`src/rtl/mem_arbiter.sv`:
```
// mem_arbiter: shares the single memoryModule port between the instruction-fetch path
// (read-only) and the data path (read/write, direct or indirect). One transaction is
// outstanding at a time: IDLE arbitrates and latches the request, BUSY holds the memory
// inputs until dataReady, RELEASE spends one cycle with the memory idle.
//
// Ports:
//   clk, clrN                    clock (rising edge), asynchronous active-low reset
//   fReq/fAddr -> fAck           fetch request, address, one-cycle completion pulse
//   dReq/dAddr/dWe/dIndirect/
//   dWrData -> dAck              data request fields, one-cycle completion pulse
//   rdData                       read data, valid with fAck/dAck
//   err                          high with the ack of a transaction aborted by timeout
//   memCntrl/memAddr/memDataIn/
//   memIndirect                  memory command outputs (memCntrl 00 idle, 01 read, 10 write)
//   memDataOut/memReady          memory read data and completion strobe
//
// Build option: define MEM_ARB_TIMEOUT_EN to abort a BUSY transaction after TIMEOUT_CYCLES
// cycles without memReady. Without it, BUSY waits indefinitely and err is tied low.

module mem_arbiter #(
  parameter int unsigned TIMEOUT_CYCLES = 255
) (
  input  logic        clk,
  input  logic        clrN,
  input  logic        fReq,
  input  logic [7:0]  fAddr,
  output logic        fAck,
  input  logic        dReq,
  input  logic [7:0]  dAddr,
  input  logic        dWe,
  input  logic        dIndirect,
  input  logic [15:0] dWrData,
  output logic        dAck,
  output logic [15:0] rdData,
  output logic        err,
  output logic [1:0]  memCntrl,
  output logic [7:0]  memAddr,
  output logic [15:0] memDataIn,
  output logic        memIndirect,
  input  logic [15:0] memDataOut,
  input  logic        memReady
);

  localparam logic [1:0] CntrlIdle  = 2'b00;
  localparam logic [1:0] CntrlRead  = 2'b01;
  localparam logic [1:0] CntrlWrite = 2'b10;

  if (TIMEOUT_CYCLES < 1 || TIMEOUT_CYCLES > 255) begin : gen_timeout_range_check
    $error("mem_arbiter: TIMEOUT_CYCLES must be in 1..255");
  end

  typedef enum logic [1:0] {StIdle, StBusy, StRelease} state_e;

  state_e      state_q, state_d;
  logic        last_data_q, last_data_d;    // 1: the most recent grant went to the data port
  logic        grant_data_q, grant_data_d;  // port owning the outstanding transaction
  logic [1:0]  mem_cntrl_q, mem_cntrl_d;
  logic [7:0]  mem_addr_q, mem_addr_d;
  logic [15:0] mem_data_in_q, mem_data_in_d;
  logic        mem_indirect_q, mem_indirect_d;
  logic [15:0] rd_data_q, rd_data_d;
  logic        f_ack_q, f_ack_d;
  logic        d_ack_q, d_ack_d;

`ifdef MEM_ARB_TIMEOUT_EN
  localparam logic [8:0] TimeoutLim = 9'(TIMEOUT_CYCLES);
  logic [7:0] cnt_q, cnt_d;
  logic       err_q, err_d;
  logic       timeout_hit;
  // cnt_q counts completed BUSY cycles; this edge is the TIMEOUT_CYCLES-th one.
  assign timeout_hit = ({1'b0, cnt_q} + 9'd1) == TimeoutLim;
`endif

  always_comb begin
    state_d        = state_q;
    last_data_d    = last_data_q;
    grant_data_d   = grant_data_q;
    mem_cntrl_d    = mem_cntrl_q;
    mem_addr_d     = mem_addr_q;
    mem_data_in_d  = mem_data_in_q;
    mem_indirect_d = mem_indirect_q;
    rd_data_d      = rd_data_q;
    f_ack_d        = 1'b0;
    d_ack_d        = 1'b0;
`ifdef MEM_ARB_TIMEOUT_EN
    cnt_d          = cnt_q;
    err_d          = 1'b0;
`endif
    case (state_q)
      StIdle: begin
        if (fReq || dReq) begin
          // On a tie the port that did not win last time goes first.
          grant_data_d = dReq && (!fReq || !last_data_q);
          last_data_d  = grant_data_d;
          if (grant_data_d) begin
            mem_cntrl_d    = dWe ? CntrlWrite : CntrlRead;
            mem_addr_d     = dAddr;
            mem_data_in_d  = dWrData;
            mem_indirect_d = dIndirect;
          end else begin
            mem_cntrl_d    = CntrlRead;
            mem_addr_d     = fAddr;
            mem_data_in_d  = '0;
            mem_indirect_d = 1'b0;
          end
          state_d = StBusy;
`ifdef MEM_ARB_TIMEOUT_EN
          cnt_d   = '0;
`endif
        end
      end
      StBusy: begin
        if (memReady) begin
          // Writes leave rdData at its previous value.
          if (mem_cntrl_q == CntrlRead) rd_data_d = memDataOut;
          f_ack_d     = !grant_data_q;
          d_ack_d     = grant_data_q;
          mem_cntrl_d = CntrlIdle;
          state_d     = StRelease;
        end
`ifdef MEM_ARB_TIMEOUT_EN
        else if (timeout_hit) begin
          rd_data_d   = '0;
          f_ack_d     = !grant_data_q;
          d_ack_d     = grant_data_q;
          err_d       = 1'b1;
          mem_cntrl_d = CntrlIdle;
          state_d     = StRelease;
        end else begin
          cnt_d = cnt_q + 8'd1;
        end
`endif
      end
      StRelease: state_d = StIdle;
      default:   state_d = StIdle;
    endcase
  end

  always_ff @(posedge clk or negedge clrN) begin
    if (!clrN) begin
      state_q        <= StIdle;
      last_data_q    <= 1'b1;  // fetch wins the first tie
      grant_data_q   <= 1'b0;
      mem_cntrl_q    <= CntrlIdle;
      mem_addr_q     <= '0;
      mem_data_in_q  <= '0;
      mem_indirect_q <= 1'b0;
      rd_data_q      <= '0;
      f_ack_q        <= 1'b0;
      d_ack_q        <= 1'b0;
`ifdef MEM_ARB_TIMEOUT_EN
      cnt_q          <= '0;
      err_q          <= 1'b0;
`endif
    end else begin
      state_q        <= state_d;
      last_data_q    <= last_data_d;
      grant_data_q   <= grant_data_d;
      mem_cntrl_q    <= mem_cntrl_d;
      mem_addr_q     <= mem_addr_d;
      mem_data_in_q  <= mem_data_in_d;
      mem_indirect_q <= mem_indirect_d;
      rd_data_q      <= rd_data_d;
      f_ack_q        <= f_ack_d;
      d_ack_q        <= d_ack_d;
`ifdef MEM_ARB_TIMEOUT_EN
      cnt_q          <= cnt_d;
      err_q          <= err_d;
`endif
    end
  end

  assign fAck        = f_ack_q;
  assign dAck        = d_ack_q;
  assign rdData      = rd_data_q;
  assign memCntrl    = mem_cntrl_q;
  assign memAddr     = mem_addr_q;
  assign memDataIn   = mem_data_in_q;
  assign memIndirect = mem_indirect_q;
`ifdef MEM_ARB_TIMEOUT_EN
  assign err         = err_q;
`else
  assign err         = 1'b0;
`endif

endmodule

```
`config.mk`:
```
export PLATFORM = sky130hd
export DESIGN_NAME = mem_arbiter
export DESIGN_NICKNAME = d
export VERILOG_FILES = /design/src/rtl/mem_arbiter.sv
export SDC_FILE = /design/constraint.sdc
export NUM_CORES = 1
export LEC_CHECK = 0
export CAP_MARGIN = 20
export CORE_MARGIN = 3
export CORE_UTILIZATION = 44
export CTS_BUF_LIST = sky130_fd_sc_hd__clkbuf_4
export CTS_CLUSTER_DIAMETER = 100
export CTS_CLUSTER_SIZE = 8
export DETAILED_ROUTE_END_ITERATION = 8
export PLACE_DENSITY_LB_ADDON = 0.12
export SLEW_MARGIN = 10
export SYNTH_ARGS = -nofsm -noshare
export SYNTH_HDL_FRONTEND = slang
export SYNTH_SLANG_ARGS = --single-unit
```
`constraint.sdc`:
```
create_clock -name clk -period 2.6 [get_ports clk]
set_input_delay 0.26 -clock clk [delete_from_list [all_inputs] [get_ports clk]]
set_output_delay 0.26 -clock clk [all_outputs]
set_load 0.03 [all_outputs]
```
After elaboration in Yosys (flattened, before gate mapping)
Index checks and enable logic that the tools add are counted.
{"block": "op_classes", "eq_ne": 4, "mux": 15, "n_reduce_logical": 12}
{"operator": "$mux W16", "count": 1}
{"operator": "$mux W2", "count": 6}
{"operator": "$mux W8", "count": 1}
{"operator": "$pmux W2 S2", "count": 2}
{"operator": "$reduce_and A3 Y1", "count": 2}
{"operator": "$mux W1", "count": 5}
{"operator": "$eq A2 B1 Y1 const B", "count": 2}
{"operator": "$ne A2 B2 Y1 const B", "count": 2}
{"operator": "$reduce_and A2 Y1", "count": 2}
{"operator": "$logic_not A1 Y1", "count": 3}
{"operator": "$logic_not A2 Y1", "count": 1}
{"operator": "$logic_or A1 B1 Y1", "count": 2}
{"operator": "$reduce_bool A2 Y1", "count": 1}
{"operator": "$logic_and A1 B1 Y1", "count": 1}
{"block": "totals", "ff_bits": 49, "inputBits": 55, "out_inout_bits": 46, "wordCells": 41}

Longest topological paths before layout
Gate-level depths: netlist (run 1).
{"block": "logic_depth", "word_depth": 6, "ltp_mapped": 5}

Worst setup path after synthesis (run 1)
Ideal clock, no wire load.
{"block": "synth_path", "kind": "reg-to-reg", "from": "reg state_q[1]", "to": "reg rd_data_q[10] (netlist: rdData[10])", "setup_time_ns": 0.125, "arrival_time_ns": 1.430, "t_required_ns": 2.475, "setup_slack_ns": 1.045, "path_stages_with_launch": 5, "path_buffers": 1, "period_less_slack_ns": 1.555, "path_cell_list": "dfrtp_1 -> nand3b_4 -> nor3b_4 -> buf_8 -> mux2_2"}
{"block": "synth_via", "elab_chain_cells": 2}
{"element": "start: declaration", "line": "54", "rtl": "state_e state_q, state_d;"}
{"element": "start signal: assignment", "line": "141", "rtl": "state_q <= StIdle;"}
{"element": "start signal: assignment", "line": "156", "rtl": "state_q <= state_d;"}
{"element": "$eq A2 B1 Y1", "line": "89", "rtl": "case (state_q)"}
{"element": "$reduce_and A3 Y1 (no line)"}
{"element": "end signal: assignment", "line": "163", "rtl": "rd_data_q <= rd_data_d;"}
{"element": "end: declaration", "line": "61", "rtl": "logic [15:0] rd_data_q, rd_data_d;"}
Every way passes these cells.
A chain may end at the register's enable or synchronous reset.

Final worst setup path (run 1)
{"block": "layout_path", "from": "reg mem_cntrl_q[1] (netlist: memCntrl[1])", "to": "out memCntrl[1]"}
{"element": "start: declaration", "line": "57", "rtl": "logic [1:0] mem_cntrl_q, mem_cntrl_d;"}
{"element": "start signal: assignment", "line": "144", "rtl": "mem_cntrl_q <= CntrlIdle;"}
{"element": "start signal: assignment", "line": "159", "rtl": "mem_cntrl_q <= mem_cntrl_d;"}
{"element": "end: declaration", "line": "36", "rtl": "output logic [1:0] memCntrl,"}
No word-level cell between the ends.

==> flow_metrics.env, run 1 <==
export IMPL_status="completed"
export IMPL_dp_hpwl_mm=3.49
export IMPL_synthTopCellsByCount="48 x dfrtp_1, 33 x mux2_2, 17 x a22o_1"
export IMPL_clk_path_buf_depth=2
export IMPL_drt_iter0_markers=59
export IMPL_clkTransAtPathRegs_ns=0.12
export IMPL_yosysUniqueCellTypes=22
export IMPL_pre_cts_slack_ns=0.599
export IMPL_slowest_stage="clkdlybuf4s50_1"
export IMPL_yosysWarnings=0
export IMPL_synth_flop_cell="dfrtp_1"
export IMPL_setup_tns_ns=0
export IMPL_antenna_left=0
export IMPL_fp_dieH_um=72.5
export IMPL_area_growth_pct=57.0
export IMPL_rr_worst_depth=3
export IMPL_worstReg2RegEnd="memDataIn[10]$_DFFE_PN0P_"
export IMPL_start_util_pct=47.2
export IMPL_antenna_found_initial=0
export IMPL_maxSlewHeadroom_pct=50.7
export IMPL_cts_tree="yes"
export IMPL_synth_top_area_share_pct=61.8
export IMPL_grt_setup_unrepaired="no"
export IMPL_grt_max_degree=50
export IMPL_dieWidth_um=72.5
export IMPL_required_ns=2.34
export IMPL_yosysSeqAreaShare_pct=63.2
export IMPL_async_flop_share_pct=100
export IMPL_fin_util_pct=74.1
export IMPL_cpPeakStageDelay_ns=0.71
export IMPL_crit_family="buffers and inverters"
export IMPL_yosysTopAreaCell="dfrtp_1"
export IMPL_firstDrtPassIters=4
export IMPL_ctsHoldBuffers=0
export IMPL_clk_latency_ns=0.35
export IMPL_hold_path_class="in2async"
export IMPL_numCtsBuffers=5
export IMPL_grt_usage_pct=18.8
export IMPL_grt_overflow=0
export IMPL_drv_slew=0
export IMPL_fin_cells=280
export IMPL_syn_area_um2=1940
export IMPL_dr_total_vias=1417
export IMPL_diodes=0
export IMPL_r2r_start="last_data_q$_DFFE_PN1P_"
export IMPL_power_density_nw_per_um2=1270
export IMPL_ff2ff_setup_slack_ns=0.99
export IMPL_rows=23
export IMPL_drt_drc_violations_left=0
export IMPL_syn_nets=180
export IMPL_p_leak_nw=1.33
export IMPL_synth_most_common_cell="dfrtp_1"
export IMPL_timing_worst_setup_path_type="reg2out"
export IMPL_io_buffers=99
export IMPL_syn_avg_cell_area_um2=15.5
export IMPL_path_cells="clkdlybuf4s50_1"
export IMPL_setup_ws_ns=0.856
export IMPL_critPathMaxFanout=3
export IMPL_worst_path_buf_inv=1
export IMPL_final_period_utilization_pct=67.1
export IMPL_final_fill_count=270
export IMPL_cts_sinks=49
export IMPL_peakVddDrop_mv=0.737
export IMPL_worst_slew_pin_slew_ns=0.737
export IMPL_routabilityCongestion=0.768
export IMPL_crit_path_end_kind="output port"
export IMPL_synth_edf_count=0
export IMPL_setup_violations=0
export IMPL_viasPerCell=5.06
export IMPL_period_needed_ns=1.74
export IMPL_root_buffer="clkbuf_4"
export IMPL_finalNetCount=284
export IMPL_fin_hold_ws_ns=0.381
export IMPL_finalWirelength_mm=4.53
export IMPL_cts_setup_buffers=0
export IMPL_crit_arrival_ns=1.48
export IMPL_synth_seq_cells=49
export IMPL_grt_pass1_wl_mm=7.53
export IMPL_skew_ns=0.00795
export IMPL_syn_inst=125
export IMPL_htreeDepth=2
export IMPL_die_area_um2=5250
export IMPL_timing_fmax_mhz=573
export IMPL_finalHoldViolations=0
export IMPL_detail_route_wl_per_cell_um=16.2
export IMPL_cap_viol_max_count=0
export IMPL_ios=101
export IMPL_layout_drive_gt1_share_pct=22.2
export IMPL_start_kind="register"
export IMPL_coreArea_um2=4120
export IMPL_synthTopCellsByArea="dfrtp_1 62%, mux2_2 19%, a22o_1 7.7%, dfstp_2 1.4%, nand3b_4 1.0%"
export IMPL_grt_pass1_vias=1542
export IMPL_dp_cells=270
export IMPL_cts_resized=0
-- placed cells by master, fill, tap and decap left out --
master	netlist	routed
a21bo_2	1	1
a21o_1	2	2
a22o_1	17	17
and2_1	1	1
and2_2	1	1
buf_12	0	1
buf_2	2	1
buf_4	2	3
clkbuf_4	0	5
clkdlybuf4s50_1	0	98
clkinv_1	0	2
clkinv_2	0	1
conb_1	1	1
dfrtp_1	48	48
dfstp_2	1	1
dlygate4sd3_1	0	1
inv_1	2	2
mux2_2	33	33
mux2i_1	1	1
nand2_1	1	1
nand3b_4	1	1
nor2_1	3	3
nor3_4	1	1
nor3b_4	1	1
o21ai_0	2	1
o21ai_2	0	1
or2b_1	1	1
-- cell type report --
class | instances | area (um2) | share of cell area (%)
Tap cell | 50 | 62.6 | 2.05
Clock inverter | 3 | 12.5 | 0.410
Inverter | 2 | 7.51 | 0.246
Sequential cell | 49 | 1230 | 40.2
Clock buffer | 5 | 37.5 | 1.23
Timing Repair Buffer | 104 | 1040 | 34.0
Multi-Input combinational cell | 67 | 664 | 21.8
-- worst max-delay path by stage --
stage,start,endpoint,slack [ns],cells past startpoint
after floorplan,state_q[1]$_DFFE_PN0P_,rdData[10]$_DFFE_PN0P_,1.05,4
after global placement,dReq,memIndirect$_DFFE_PN0P_,0.71,4
after detailed placement,dReq,memDataIn[3]$_DFFE_PN0P_,0.60,4
after CTS,memCntrl[1]$_DFFE_PN0P_,memCntrl[1],0.83,1
after global routing,memCntrl[1]$_DFFE_PN0P_,memCntrl[1],0.79,1
final,memCntrl[1]$_DFFE_PN0P_,memCntrl[1],0.86,1
-- where the power goes --
part	leakage [nW]	switching, mW	total, mW	internal (mW)
Combinational	0.693	1.15	2.20	1.05
Sequential	0.604	0.223	1.36	1.14
Clock	0.0300	0.219	0.317	0.0983
-- logic make-up after synthesis --
logic type / share of synthesized area (%)
buf+inv: 2.83
other cells: 0.193
mux: 19.6
compound gates: 9.47
simple gates: 4.70
flops: 63.2
-- flip-flops by register name, indices dropped and copies added, names as in the netlist --
| signal | flops |
|---|---|
| memDataIn | 16 |
| rdData | 16 |
| memAddr | 8 |
| memCntrl | 2 |
| state_q | 2 |
| dAck | 1 |
| fAck | 1 |
| grant_data_q | 1 |
| last_data_q | 1 |
| memIndirect | 1 |
-- per-stage QoR --
step / area [um2] / total power [mW]
final: 3050 / 3.88
after floorplan: 1940 / 2.64
after CTS: 3020 / 3.93
after global placement: 2970 / 3.52
after detailed placement: 2970 / 3.60
after global routing: 3050 / 4.10
-- layer usage --
layer	track usage (%)	vias up	part of all wire, %
met2	31.4	60	52
li1	-	655	-
met3	6.93	4	8.8
met4	4.92	0	1.1
met5	0	-	0
met1	23.0	698	38
(Power assumes the default switching activity.)
==> run 2, diff against run 1 <==
--- a/config.mk
+++ b/config.mk
@@ -7,7 +7,7 @@
 export LEC_CHECK = 0
 export CAP_MARGIN = 20
 export CORE_MARGIN = 3
-export CORE_UTILIZATION = 44
+export CORE_UTILIZATION = 37
 export CTS_BUF_LIST = sky130_fd_sc_hd__clkbuf_4
 export CTS_CLUSTER_DIAMETER = 100
 export CTS_CLUSTER_SIZE = 8
==> constraint.sdc (replaced) <==
create_clock -name clk -period 1.5 [get_ports clk]
set_input_delay 0.15 -clock clk [delete_from_list [all_inputs] [get_ports clk]]
set_output_delay 0.15 -clock clk [all_outputs]
set_load 0.03 [all_outputs]
==> run 2 against run 1 <==
  * Clock skew fell by 0.0015 ns
  * Sequential cell count did not move
  * Wire length rose by 0.27%
  * Final area rose by 3.6%
  * Register-to-register slack got worse by 0.94 ns
  * Combinational power rose by 62%
  * Sequential share of layout area fell by 1.4 points
  * Highest routed layer unchanged
  * Critical path type is now reg2reg
  * Utilization fell by 9.8 points
==> flow_metrics.env, run 2 (synthesized netlist as in run 1, its figures left out) <==
export IMPL_fp_dieH_um=78.5
export IMPL_critPathMaxFanout=5
export IMPL_dr_total_vias=1435
export IMPL_clkTransAtPathRegs_ns=0.14
export IMPL_finalNetCount=292
export IMPL_grt_pass1_vias=1581
export IMPL_skew_ns=0.00642
export IMPL_antenna_found_initial=0
export IMPL_setup_tns_ns=0
export IMPL_start_kind="register"
export IMPL_grt_usage_pct=15.7
export IMPL_required_ns=1.75
export IMPL_wl_met1_mm=1.82
export IMPL_drt_drc_violations_left=0
export IMPL_clk_path_buf_depth=2
export IMPL_maxSlewHeadroom_pct=61.8
export IMPL_die_area_um2=6160
export IMPL_rows=25
export IMPL_timing_worst_setup_path_type="reg2reg"
export IMPL_numCtsBuffers=5
export IMPL_htreeDepth=2
export IMPL_status="completed"
export IMPL_placed_cell_area_um2=3100
export IMPL_hold_path_class="in2async"
export IMPL_viasPerCell=4.70
export IMPL_crit_arrival_ns=1.71
export IMPL_setup_violations=0
export IMPL_total_power_mw=6.64
export IMPL_final_area_um2=3160
export IMPL_setup_ws_ns=0.0457
export IMPL_final_common_cell="clkdlybuf4s50_1"
export IMPL_highest_layer="met4"
export IMPL_layout_drive_gt1_share_pct=25.2
export IMPL_p_leak_nw=1.50
export IMPL_final_period_utilization_pct=97.0
export IMPL_layout_common_cells="53 x clkdlybuf4s50_1, 48 x dfrtp_1, 45 x dlygate4sd2_1"
export IMPL_cts_sinks=49
export IMPL_power_density_nw_per_um2=2100
export IMPL_cts_tree="yes"
export IMPL_drt_iter0_markers=34
export IMPL_detail_route_wl_per_cell_um=14.9
export IMPL_worst_slew_pin_slew_ns=0.574
export IMPL_grt_pass1_wl_mm=7.61
export IMPL_met2_length_mm=2.31
export IMPL_grt_setup_unrepaired="no"
export IMPL_io_buffers=99
export IMPL_ios=101
export IMPL_crit_path_end_kind="register"
export IMPL_pre_cts_slack_ns=-0.203
export IMPL_grt_overflow=0
export IMPL_peakVddDrop_mv=1.04
export IMPL_final_fill_count=398
export IMPL_drv_slew=0
export IMPL_dieWidth_um=78.5
export IMPL_finalWirelength_mm=4.54
export IMPL_coreArea_um2=4910
export IMPL_area_growth_pct=62.7
export IMPL_dr_wl_met3_um=366
export IMPL_diodes=0
export IMPL_finalHoldViolations=0
export IMPL_cap_viol_max_count=0
export IMPL_cts_setup_buffers=0
export IMPL_regArea_um2=1230
export IMPL_grt_max_degree=27
export IMPL_ff2ff_setup_slack_ns=0.05
export IMPL_root_buffer="clkbuf_4"
export IMPL_timing_fmax_mhz=688
export IMPL_start_util_pct=39.6
export IMPL_dp_hpwl_mm=3.47
export IMPL_period_needed_ns=1.45
export IMPL_clk_latency_ns=0.35
export IMPL_firstDrtPassIters=4
export IMPL_routabilityCongestion=0.720
export IMPL_multi_input_area_um2=687
export IMPL_antenna_left=0
-- run 2: cell count changes in the layout (fill, tap and decap cells not counted), moves of 2 or more --
cell	change
a21bo_4	+2
buf_4	+3
clkdlybuf4s50_1	-45
dlygate4sd2_1	+45
buf_12	+3
-- run 2: metal layers --
metal	vias to the layer above	track usage (%)
li1	676	-
met1	686	18.1
met2	67	27.7
met3	6	5.73
met4	0	3.67
met5	-	0
-- run 2: power breakdown --
| group | internal, mW | leakage (nW) | switching [mW] |
|---|---|---|---|
| sequential | 1.98 | 0.604 | 0.350 |
| combinational | 1.55 | 0.855 | 2.02 |
| clock | 0.345 | 0.0389 | 0.399 |
-- run 2: area by class of cell --
class                           count  share of cell area (%)
Timing Repair Buffer              111                    34.0
Tap cell                           67                    2.65
Clock buffer                        5                    1.19
Inverter                            2                   0.238
Clock inverter                      3                    1.31
Sequential cell                    49                    38.8
Multi-Input combinational cell     68                    21.7
-- run 2: timing repair --
| item | 4_1_cts | 5_1_grt |
|---|---|---|
| hold buffers | 1 | 0 |
| hold endpoints to repair | 22 | 0 |
| pin swaps | 1 | 0 |
| gates cloned | 1 | 0 |
| endpoints found under the setup margin | 53 | 9 |
| gates resized for setup | 47 | 1 |
-- run 2: critical path, cell delays in order, from the launching register on --
cell,delay [ns]
dfstp_2,0.59
a21bo_4,0.18
mux2_2,0.34
mux2_2,0.26
-- run 2: per-stage QoR --
step           util (%)  hold slack (ns)  cells
4_1_cts            64.3            0.316    305
5_1_grt            64.4            0.342    305
3_5_place_dp       63.2            0.179    295
6_report           64.4            0.316    305
2_1_floorplan         -           -0.146    125
3_3_place_gp       63.2            0.164    295
-- run 2: path summary, 6_finish.rpt --
path                       cells after the start                     start                        to
hold reg to reg                                1  grant_data_q$_DFFE_PN0P_            fAck$_DFF_PN0_
hold / removal                                 2                      clrN    rdData[15]$_DFFE_PN0P_
setup reg to reg                               3   last_data_q$_DFFE_PN1P_    memAddr[2]$_DFFE_PN0P_
min in group clk                               2                dWrData[7]  memDataIn[7]$_DFFE_PN0P_
max in group asynchronous                      3                      clrN     rdData[2]$_DFFE_PN0P_
setup / recovery                               3   last_data_q$_DFFE_PN1P_    memAddr[2]$_DFFE_PN0P_
